<file path="src/rtl/chicken_pkg.sv">
// Shared constants, state encoding and tile/player helpers for the turn controller.
package chicken_pkg;

  localparam int TILES       = 24;
  localparam int SYMS        = 12;
  localparam int MAX_PLAYERS = 4;

  typedef enum logic [2:0] {
    ST_IDLE,
    ST_INIT,
    ST_SEEK,
    ST_WAIT_PICK,
    ST_CHECK,
    ST_RESULT,
    ST_NEXT,
    ST_GAME_OVER
  } state_e;

  // Start-position table indexed by active player count and player index.
  function automatic logic [4:0] start_pos(input logic [2:0] n_act, input logic [1:0] idx);
    logic [4:0] p;
    p = 5'd0;
    case (n_act)
      3'd3: case (idx)
              2'd1:    p = 5'd8;
              2'd2:    p = 5'd16;
              default: p = 5'd0;
            endcase
      3'd4: case (idx)
              2'd1:    p = 5'd6;
              2'd2:    p = 5'd12;
              2'd3:    p = 5'd18;
              default: p = 5'd0;
            endcase
      default: p = (idx == 2'd1) ? 5'd12 : 5'd0;
    endcase
    return p;
  endfunction

  function automatic logic [4:0] tile_inc(input logic [4:0] t);
    return (t == 5'(TILES - 1)) ? 5'd0 : t + 5'd1;
  endfunction

  function automatic logic [3:0] tile_sym(input logic [4:0] t);
    return (t >= 5'(SYMS)) ? 4'(t - 5'(SYMS)) : 4'(t);
  endfunction

  function automatic logic [2:0] clamp_players(input logic [2:0] n);
    logic [2:0] r;
    r = n;
    if (n < 3'd2) r = 3'd2;
    if (n > 3'd4) r = 3'd4;
    return r;
  endfunction

endpackage

</file>
<file path="src/rtl/turn_controller_if.sv">
// Game-side bus of the turn controller: player/control inputs and data_path handshake.
interface turn_controller_if;
  logic [2:0] N;
  logic       start;
  logic       pick_valid;
  logic [2:0] pick_card;
  logic [3:0] card_sym;
  logic       go;
  logic       W;
  logic [3:0] position_data;
  logic [3:0] card_data;
  logic       A;
  logic       statecombo_next_turn;
  logic [1:0] cur_player;
  logic [4:0] pos_tile;
  logic       pick_ready;
  logic       game_over;

  modport master (
    output N, start, pick_valid, pick_card, card_sym, go, W,
    input  position_data, card_data, A, statecombo_next_turn,
           cur_player, pos_tile, pick_ready, game_over
  );

  modport slave (
    input  N, start, pick_valid, pick_card, card_sym, go, W,
    output position_data, card_data, A, statecombo_next_turn,
           cur_player, pos_tile, pick_ready, game_over
  );
endinterface

</file>
<file path="src/rtl/tile_occupied.sv">
// Flags whether a target tile holds any active player other than the current one.
module tile_occupied
  import chicken_pkg::*;
(
  input  logic [4:0]                   target,
  input  logic [MAX_PLAYERS-1:0][4:0]  pos,
  input  logic [1:0]                   cur,
  input  logic [2:0]                   n_act,
  output logic                         occupied
);

  always_comb begin
    occupied = 1'b0;
    for (int i = 0; i < MAX_PLAYERS; i++) begin
      if ((3'(i) < n_act) && (2'(i) != cur) && (pos[i] == target)) occupied = 1'b1;
    end
  end

endmodule

</file>
<file path="src/rtl/turn_controller.sv">
// Turn sequencing for the 24-tile ring game; define TURN_TIMEOUT_EN to forfeit
// a turn after TIMEOUT_CYC cycles without a pick.
//
// state        | meaning
// ST_IDLE      | waiting for start
// ST_INIT      | load start positions, player 0 first
// ST_SEEK      | step target past tiles held by other players
// ST_WAIT_PICK | waiting for a card flip
// ST_CHECK     | data_path registers its comparison
// ST_RESULT    | sample go/W, move player on a match
// ST_NEXT      | advance to the next player
// ST_GAME_OVER | winner found, waiting for restart
module turn_controller
  import chicken_pkg::*;
#(
  parameter int TIMEOUT_CYC = 1000
) (
  input  logic              clk,
  input  logic              rst,
  turn_controller_if.slave  bus
);

  state_e                        state_q, state_d;
  logic [1:0]                    cur_q, cur_d;
  logic [2:0]                    n_q, n_d;
  logic [MAX_PLAYERS-1:0][4:0]   pos_q, pos_d;
  logic [4:0]                    target_q, target_d;
  logic [3:0]                    pdata_q, pdata_d;
  logic [3:0]                    cdata_q, cdata_d;
  logic                          a_q, a_d;
  logic                          occupied;
  logic                          tmo_done;
  logic                          unused_pick;

  assign unused_pick = ^bus.pick_card;

  tile_occupied u_occ (
    .target   (target_q),
    .pos      (pos_q),
    .cur      (cur_q),
    .n_act    (n_q),
    .occupied (occupied)
  );

`ifdef TURN_TIMEOUT_EN
  localparam int TMO_W = $clog2(TIMEOUT_CYC + 1);
  logic [TMO_W-1:0] tmo_q, tmo_d;

  assign tmo_done = (tmo_q == TMO_W'(TIMEOUT_CYC - 1));

  always_comb begin
    tmo_d = '0;
    if (state_q == ST_WAIT_PICK && state_d == ST_WAIT_PICK) tmo_d = tmo_q + TMO_W'(1);
  end

  always_ff @(posedge clk) begin
    if (rst) tmo_q <= '0;
    else     tmo_q <= tmo_d;
  end
`else
  localparam int unused_timeout = TIMEOUT_CYC;
  assign tmo_done = 1'b0;
`endif

  always_comb begin
    state_d  = state_q;
    cur_d    = cur_q;
    n_d      = n_q;
    pos_d    = pos_q;
    target_d = target_q;
    pdata_d  = pdata_q;
    cdata_d  = cdata_q;
    a_d      = 1'b0;
    case (state_q)
      ST_IDLE, ST_GAME_OVER: begin
        if (bus.start) begin
          n_d     = clamp_players(bus.N);
          state_d = ST_INIT;
        end
      end
      ST_INIT: begin
        for (int i = 0; i < MAX_PLAYERS; i++) pos_d[i] = start_pos(n_q, 2'(i));
        cur_d    = 2'd0;
        target_d = tile_inc(start_pos(n_q, 2'd0));
        state_d  = ST_SEEK;
      end
      ST_SEEK: begin
        if (occupied) target_d = tile_inc(target_q);
        else          state_d  = ST_WAIT_PICK;
      end
      ST_WAIT_PICK: begin
        if (bus.pick_valid) begin
          cdata_d = bus.card_sym;
          pdata_d = tile_sym(target_q);
          a_d     = 1'b1;
          state_d = ST_CHECK;
        end else if (tmo_done) begin
          state_d = ST_NEXT;
        end
      end
      ST_CHECK: state_d = ST_RESULT;
      ST_RESULT: begin
        if (bus.go) pos_d[cur_q] = target_q;
        if (bus.W) begin
          state_d = ST_GAME_OVER;
        end else if (bus.go) begin
          target_d = tile_inc(target_q);
          state_d  = ST_SEEK;
        end else begin
          state_d = ST_NEXT;
        end
      end
      ST_NEXT: begin
        cur_d    = (cur_q == 2'(n_q - 3'd1)) ? 2'd0 : cur_q + 2'd1;
        target_d = tile_inc(pos_q[cur_d]);
        state_d  = ST_SEEK;
      end
      default: state_d = ST_IDLE;
    endcase
  end

  always_ff @(posedge clk) begin
    if (rst) begin
      state_q  <= ST_IDLE;
      cur_q    <= 2'd0;
      n_q      <= 3'd2;
      pos_q    <= '0;
      target_q <= 5'd0;
      pdata_q  <= 4'd0;
      cdata_q  <= 4'd0;
      a_q      <= 1'b0;
    end else begin
      state_q  <= state_d;
      cur_q    <= cur_d;
      n_q      <= n_d;
      pos_q    <= pos_d;
      target_q <= target_d;
      pdata_q  <= pdata_d;
      cdata_q  <= cdata_d;
      a_q      <= a_d;
    end
  end

  assign bus.A                    = a_q;
  assign bus.position_data        = pdata_q;
  assign bus.card_data            = cdata_q;
  assign bus.statecombo_next_turn = (state_q == ST_NEXT);
  assign bus.cur_player           = cur_q;
  assign bus.pos_tile             = pos_q[cur_q];
  assign bus.pick_ready           = (state_q == ST_WAIT_PICK);
  assign bus.game_over            = (state_q == ST_GAME_OVER);

endmodule

</file>
<file path="src/flat_wrapper.sv">
// flat-port wrapper written by rule: the top's interface ports become plain ports
module turn_controller_flat import chicken_pkg::*;
#(
  parameter int TIMEOUT_CYC = 1000
)
  (clk, rst, bus_N, bus_start, bus_pick_valid, bus_pick_card, bus_card_sym, bus_go, bus_W, bus_position_data, bus_card_data, bus_A, bus_statecombo_next_turn, bus_cur_player, bus_pos_tile, bus_pick_ready, bus_game_over);
  turn_controller_if bus_i ();
  input  logic clk;
  input  logic rst;
  input wire logic [$bits(bus_i.N)-1:0] bus_N;
  input wire logic [$bits(bus_i.start)-1:0] bus_start;
  input wire logic [$bits(bus_i.pick_valid)-1:0] bus_pick_valid;
  input wire logic [$bits(bus_i.pick_card)-1:0] bus_pick_card;
  input wire logic [$bits(bus_i.card_sym)-1:0] bus_card_sym;
  input wire logic [$bits(bus_i.go)-1:0] bus_go;
  input wire logic [$bits(bus_i.W)-1:0] bus_W;
  output wire logic [$bits(bus_i.position_data)-1:0] bus_position_data;
  output wire logic [$bits(bus_i.card_data)-1:0] bus_card_data;
  output wire logic [$bits(bus_i.A)-1:0] bus_A;
  output wire logic [$bits(bus_i.statecombo_next_turn)-1:0] bus_statecombo_next_turn;
  output wire logic [$bits(bus_i.cur_player)-1:0] bus_cur_player;
  output wire logic [$bits(bus_i.pos_tile)-1:0] bus_pos_tile;
  output wire logic [$bits(bus_i.pick_ready)-1:0] bus_pick_ready;
  output wire logic [$bits(bus_i.game_over)-1:0] bus_game_over;
  assign bus_i.N = bus_N;
  assign bus_i.start = bus_start;
  assign bus_i.pick_valid = bus_pick_valid;
  assign bus_i.pick_card = bus_pick_card;
  assign bus_i.card_sym = bus_card_sym;
  assign bus_i.go = bus_go;
  assign bus_i.W = bus_W;
  assign bus_position_data = bus_i.position_data;
  assign bus_card_data = bus_i.card_data;
  assign bus_A = bus_i.A;
  assign bus_statecombo_next_turn = bus_i.statecombo_next_turn;
  assign bus_cur_player = bus_i.cur_player;
  assign bus_pos_tile = bus_i.pos_tile;
  assign bus_pick_ready = bus_i.pick_ready;
  assign bus_game_over = bus_i.game_over;
  turn_controller #(.TIMEOUT_CYC(TIMEOUT_CYC)) u_core (.clk(clk), .rst(rst), .bus(bus_i));
endmodule
</file>
<file path="config.mk">
export PLATFORM = sky130hd
export DESIGN_NAME = turn_controller_flat
export DESIGN_NICKNAME = d
export VERILOG_FILES = /design/src/rtl/chicken_pkg.sv /design/src/rtl/turn_controller_if.sv /design/src/rtl/tile_occupied.sv /design/src/rtl/turn_controller.sv /design/src/flat_wrapper.sv
export SDC_FILE = /design/constraint.sdc
export NUM_CORES = 1
export LEC_CHECK = 0
export CORE_ASPECT_RATIO = 1.1
export CORE_MARGIN = 1.5
export CORE_UTILIZATION = 47
export DETAILED_ROUTE_END_ITERATION = 10
export GPL_TIMING_DRIVEN = 0
export PLACE_DENSITY = 0.69
export SLEW_MARGIN = 5
export SYNTH_ARGS = -nofsm -noshare
export SYNTH_HDL_FRONTEND = slang
export SYNTH_SLANG_ARGS = --single-unit
</file>
<file path="constraint.sdc">
create_clock -name clk -period 5.8 [get_ports clk]
set_input_delay 1.16 -clock clk [delete_from_list [all_inputs] [get_ports clk]]
set_output_delay 1.16 -clock clk [all_outputs]
set_load 0.005 [all_outputs]
</file>
## Word level (Yosys, flattened, before mapping)

Cells that the tools add are included.

| operators by class | value |
|---|---|
| equal/unequal tests | 26 |
| bitwise logic cells | 1 |
| reduce and logical (&&, ||, !) cells | 22 |
| magnitude comparators | 10 |
| muxes and demuxes | 36 |
| $add $sub $neg | 6 |

Operators by type and width:

| kind | number |
|---|---|
| 5-bit two-way mux | 11 |
| 20-bit one-hot mux with 2 select lines | 1 |
| 3-bit two-way mux | 7 |
| 5-bit binary-select mux with 2-bit select | 2 |
| 20-bit bitwise mux | 1 |
| 5-bit == test | 4 |
| 20-bit two-way mux | 1 |
| 5-bit one-hot mux with 4 select lines | 1 |
| 3-bit one-hot mux with 6 select lines | 1 |
| 5-bit by 1-bit adder with 5-bit output (second input constant) | 3 |
| 3-bit == test (second input constant) | 5 |
| 5-bit == test (second input constant) | 3 |
| 5-bit demux with 2-bit select | 1 |
| 2-bit != test (second input constant) | 5 |
| 5-bit one-hot mux with 2 select lines | 1 |
| 3-bit by 2-bit == test with 1-bit output (second input constant) | 3 |
| 1-bit logical AND | 9 |
| 4-bit one-hot mux with 2 select lines | 1 |
| 1-bit by 3-bit less-than comparator with 1-bit output (first input constant) | 2 |
| 2-bit by 3-bit less-than comparator with 1-bit output (first input constant) | 2 |
| 2-bit by 3-bit less-than comparator with 1-bit output (second input constant) | 2 |
| 2-bit AND reduction | 3 |
| 2-bit nonzero test | 3 |
| 2-bit OR reduction | 3 |
| 21 further kinds | 26 |

| word-level totals | value |
|---|---|
| bits in registers | 42 |
| input port bits | 16 |

## Longest topological paths before layout

| depth | value |
|---|---|
| word-level depth | 9 |
| depth in mapped cells | 12 |
| mapped depth without buffers | 11 |

## Modules after synthesis

Synthesis repeated with hierarchy kept, for this count alone.

| unflattened totals | value |
|---|---|
| cells, all modules | 350 |
| area, all modules | 2912.8 µm² |

By module, submodules not included:

| module | area an instance (µm²) | cells an instance | times used | sequential area each (µm²) |
|---|---|---|---|---|
| turn_controller | 2635.0 | 317 | 1 | 840.8 |
| tile_occupied | 277.8 | 33 | 1 | 0.0 |

## Worst setup path after synthesis

No wires, ideal clock.

| timing | value |
|---|---|
| kind | flip-flop to flip-flop |
| from | register u_core.n_q[0] |
| to | register u_core.target_q[4] |
| stages on the path, launching flop included | 13 |
| required time | 5726 ps |
| setup time | 74 ps |
| path slack | 3078 ps |
| data arrival time | 2648 ps |
| cells stage by stage | dfxtp_1 buf_2 inv_1 ha_1 xor2_4 a21oi_2 or3_1 o311ai_1 inv_1 ha_1 and2_4 or3_1 a31oi_1 |

| between the ends | value |
|---|---|
| word-level cells in the longest chain between the ends | 9 |

Ends and longest elaborated chain:

| item | RTL line | text |
|---|---|---|
| start, declared | turn_controller.sv:25 | `logic [2:0] n_q, n_d;` |
| start signal, assigned | turn_controller.sv:135 | `n_q <= n_d;` |
| branches (longest 9 deep; another with 5-bit by 1-bit adder with 5-bit output) | -- |  |
| end signal, assigned | turn_controller.sv:137 | `target_q <= target_d;` |
| end, declared | turn_controller.sv:27 | `logic [4:0] target_q, target_d;` |

Parallel ways; which one is timed is not known. The select of a mux whose other input is x is not followed.
A chain may end at the register's enable or synchronous reset.

## Worst setup path after layout

| timing | value |
|---|---|
| from | register u_core.cur_q[0], in the netlist u_core.bus.cur_player[0] |
| to | output bus_pos_tile[1] |

| between the ends | value |
|---|---|
| word-level cells in the longest chain between the ends | 2 |

Ends and longest elaborated chain:

| item | RTL line | text |
|---|---|---|
| start, declared | turn_controller.sv:24 | `logic [1:0] cur_q, cur_d;` |
| start signal, assigned | turn_controller.sv:134 | `cur_q <= cur_d;` |
| 5-bit binary-select mux with 2-bit select | turn_controller.sv:149 | `assign bus.pos_tile = pos_q[cur_q];` |
| 5-bit two-way mux (implied by the code) | turn_controller.sv:149 |  |
| end, declared | flat_wrapper.sv:22 | `output wire logic [$bits(bus_i.pos_tile)-1:0] bus_pos_tile;` |

No other way between the ends. The select of a mux whose other input is x is not followed.

==> flow_metrics.env <==
export IMPL_power_density_nw_per_um2=223
export IMPL_holdBufCountCts=0
export IMPL_vias=2756
export IMPL_leakagePower_nw=1.26
export IMPL_die_area_um2=6500
export IMPL_arrival_ns=2.53
export IMPL_post_place_ws_ns=2.45
export IMPL_end_kind="output pin"
export IMPL_antenna_found_initial=0
export IMPL_seq_area_frac_synth_pct=29.7
export IMPL_cp_start_kind="register"
export IMPL_seqPwrFrac_pct=42.8
export IMPL_syn_nets=372
export IMPL_synthToLayoutAreaGrowth_pct=17.9
export IMPL_netlist_area_leader_share_pct=29.7
export IMPL_hold_violations=0
export IMPL_p_sw_mw=0.239
export IMPL_r2r_slack_ns=2.67
export IMPL_ys_warnings_count=0
export IMPL_grt_pass1_wl_mm=13.4
export IMPL_syn_area_um2=2830
export IMPL_clock_latency_ns=0.30
export IMPL_viasPerCell=5.98
export IMPL_initial_utilization_pct=48.7
export IMPL_clock_sinks=42
export IMPL_drv_slew=0
export IMPL_drt_iter0_drc=222
export IMPL_setup_viol=0
export IMPL_grt_overflow_total=0
export IMPL_fmax_mhz=271
export IMPL_n_antenna_cell=0
export IMPL_wl_per_cell_um=18.0
export IMPL_gp_congestion=0.975
export IMPL_cts_tree="yes"
export IMPL_synthTopCellsByArea="dfxtp_1 30%, a21oi_1 6.0%, nand2_1 5.0%"
export IMPL_hold_class="register to register"
export IMPL_met3WireLength_um=419
export IMPL_p_clk_share_pct=31.8
export IMPL_rsz0062_at_grt="no"
export IMPL_io_pins=35
export IMPL_synth_seq_cells=42
export IMPL_pwr_share_comb_pct=25.4
export IMPL_p_sw_share_pct=32.1
export IMPL_synth_edf_count=0
export IMPL_status="completed"
export IMPL_tightest_slew_ns=0.669
export IMPL_final_layout_size_suffix_gt1_share_pct=7.55
export IMPL_worst_slack_ns=2.11
export IMPL_min_period_ns=3.69
export IMPL_firstDrtPassIters=5
export IMPL_fin_tns_setup_ns=0
export IMPL_clk_path_buf_depth=2
export IMPL_worst_setup_path_type="register to output pin"
export IMPL_track_usage_pct=26.3
export IMPL_synth_area_leader_cell="dfxtp_1"
export IMPL_cap_violations=0
export IMPL_postCtsSetupBuffers=0
export IMPL_grt_pass1_vias=2637
export IMPL_p_int_mw=0.505
export IMPL_relSlewSlack_pct=55.4
export IMPL_postRouteAntennaNets=0
export IMPL_synthFlopType="dfxtp_1"
export IMPL_nets=409
export IMPL_numCtsBuffers=5
export IMPL_ir_drop_v=0.000141
export IMPL_fin_skew_ns=0.00690
export IMPL_io_buffers=30
export IMPL_die_h_um=84.4
export IMPL_fillers=549
export IMPL_synthTopCellsByCount="42 x dfxtp_1, 38 x nand2_1, 36 x nor2_1"
export IMPL_grt_max_degree=14
export IMPL_synth_cells=346
export IMPL_fp_dieW_um=77.0
export IMPL_path_max_fanout=10
export IMPL_dp_hpwl_mm=6.21
export IMPL_yosysMostFrequentCell="dfxtp_1"
export IMPL_root_buffer="clkbuf_8"
export IMPL_critical_path_required_ns=4.64
export IMPL_fp_row_count=29
export IMPL_drt_met1_wl_mm=3.62
export IMPL_drc=0
export IMPL_ys_types=60
export IMPL_wirelength_mm=8.30
export IMPL_fin_crit_sh_pct=63.5
export IMPL_htree_levels=2
export IMPL_clk_pin_slew_worst_paths_ns=0.09
export IMPL_core_area_um2=5810
export IMPL_met2_length_mm=4.00
export IMPL_async_reset_ff_share_pct=0
export IMPL_cts_repair_resized=0
export IMPL_top_layer_used="met4"
export IMPL_syn_area_per_cell_um2=8.18
## worst max-delay path, cell delays in order (launching register included)
cell	delay, ns
dfxtp_1	0.40
buf_4	0.20
clkbuf_1	0.52
mux4_1	0.63
clkdlybuf4s50_1	0.47
## layout by cell type, fill, tap and decap left out, drive strengths merged, types with 2 or more instances in the layout
| master | netlist | final |
|---|---|---|
| clkdlybuf4s50 | 0 | 30 |
| inv | 13 | 13 |
| mux4 | 5 | 5 |
| clkbuf | 13 | 19 |
| nor2b | 5 | 5 |
| ha | 10 | 10 |
| or3 | 3 | 3 |
| o311ai | 3 | 3 |
| nor4 | 4 | 4 |
| or2 | 2 | 2 |
| a211o | 4 | 4 |
| a21o | 6 | 6 |
| a32oi | 4 | 4 |
| nor2 | 37 | 37 |
| nand2b | 2 | 2 |
| a31oi | 2 | 2 |
| a2111oi | 3 | 3 |
| a21oi | 35 | 35 |
| a211oi | 8 | 8 |
| xnor2 | 14 | 14 |
| mux2i | 4 | 4 |
| nand3 | 7 | 7 |
| o21ai | 7 | 7 |
| nand2 | 38 | 38 |
| and2 | 2 | 2 |
| a22oi | 10 | 10 |
| dfxtp | 42 | 42 |
| nand4 | 6 | 6 |
| o32ai | 2 | 2 |
| o21bai | 2 | 2 |
| xor2 | 14 | 14 |
| buf | 12 | 12 |
| nor3 | 8 | 8 |
| o31ai | 3 | 3 |
| o2111ai | 2 | 2 |
## cell type report
| type | count | area, µm² | area share (%) |
|---|---|---|---|
| buffer | 25 | 120 | 3.60 |
| clock buffer | 6 | 72.6 | 2.17 |
| clock inverter | 2 | 37.5 | 1.12 |
| inverter | 14 | 52.6 | 1.57 |
| multi-input combinational | 265 | 1820 | 54.4 |
| sequential | 42 | 841 | 25.2 |
| tap | 77 | 96.3 | 2.89 |
| timing repair buffer | 30 | 300 | 9.00 |
## cell families after synthesis
| group | synth area share [%] |
|---|---|
| xor gates and xnor gates | 9.59 |
| adders and majority gates | 4.42 |
| DFF | 29.7 |
| and+or+nand+nor | 19.2 |
| AOI/OAI and AO/OA | 24.9 |
| buffers and inverters | 6.10 |
| muxes | 6.06 |
## final timing paths
path                                  from                       to  cells past startpoint
hold / removal     u_core.bus.card_data[2]  u_core.bus.card_data[2]                      2
setup reg to reg             u_core.n_q[0]       u_core.target_q[4]                     12
hold reg to reg    u_core.bus.card_data[2]  u_core.bus.card_data[2]                      2
setup / recovery  u_core.bus.cur_player[0]          bus_pos_tile[1]                      4
## state kept, by name, summed over array words and instances, names as in the netlist
name                      count
u_core.n_q                    3
u_core.bus.card_data          4
u_core.pos_q                 20
u_core.bus.A                  1
u_core.bus.position_data      4
u_core.bus.cur_player         2
u_core.target_q               5
u_core.state_q                3
## routing by layer
metal / vias up / global-route usage [%]
met2: 94 / 45.1
met3: 21 / 4.13
met1: 1313 / 32.8
li1: 1328 / -
met5: - / 0
met4: 0 / 11.1
## stage by stage
step / utilization [%] / instances / power, mW / area (µm²) / hold WS (ns)
floorplan: - / 346 / 0.455 / 2830 / 0.448
global placement: 55.6 / 453 / 0.509 / 3230 / 0.441
detailed placement: 55.6 / 453 / 0.511 / 3230 / 0.452
CTS: 57.5 / 461 / 0.743 / 3340 / 0.465
global route: 57.5 / 461 / 0.779 / 3340 / 0.476
finish: 57.5 / 461 / 0.744 / 3340 / 0.463
## power groups by stage
stage / Sequential (mW) / Combinational (mW) / Clock (mW)
CTS: 0.318 / 0.187 / 0.238
global route: 0.320 / 0.207 / 0.252
finish: 0.318 / 0.189 / 0.236
floorplan: 0.320 / 0.136 / 0
global placement: 0.324 / 0.185 / 0
detailed placement: 0.325 / 0.186 / 0
Note: power is estimated with default switching activity, not from simulation.
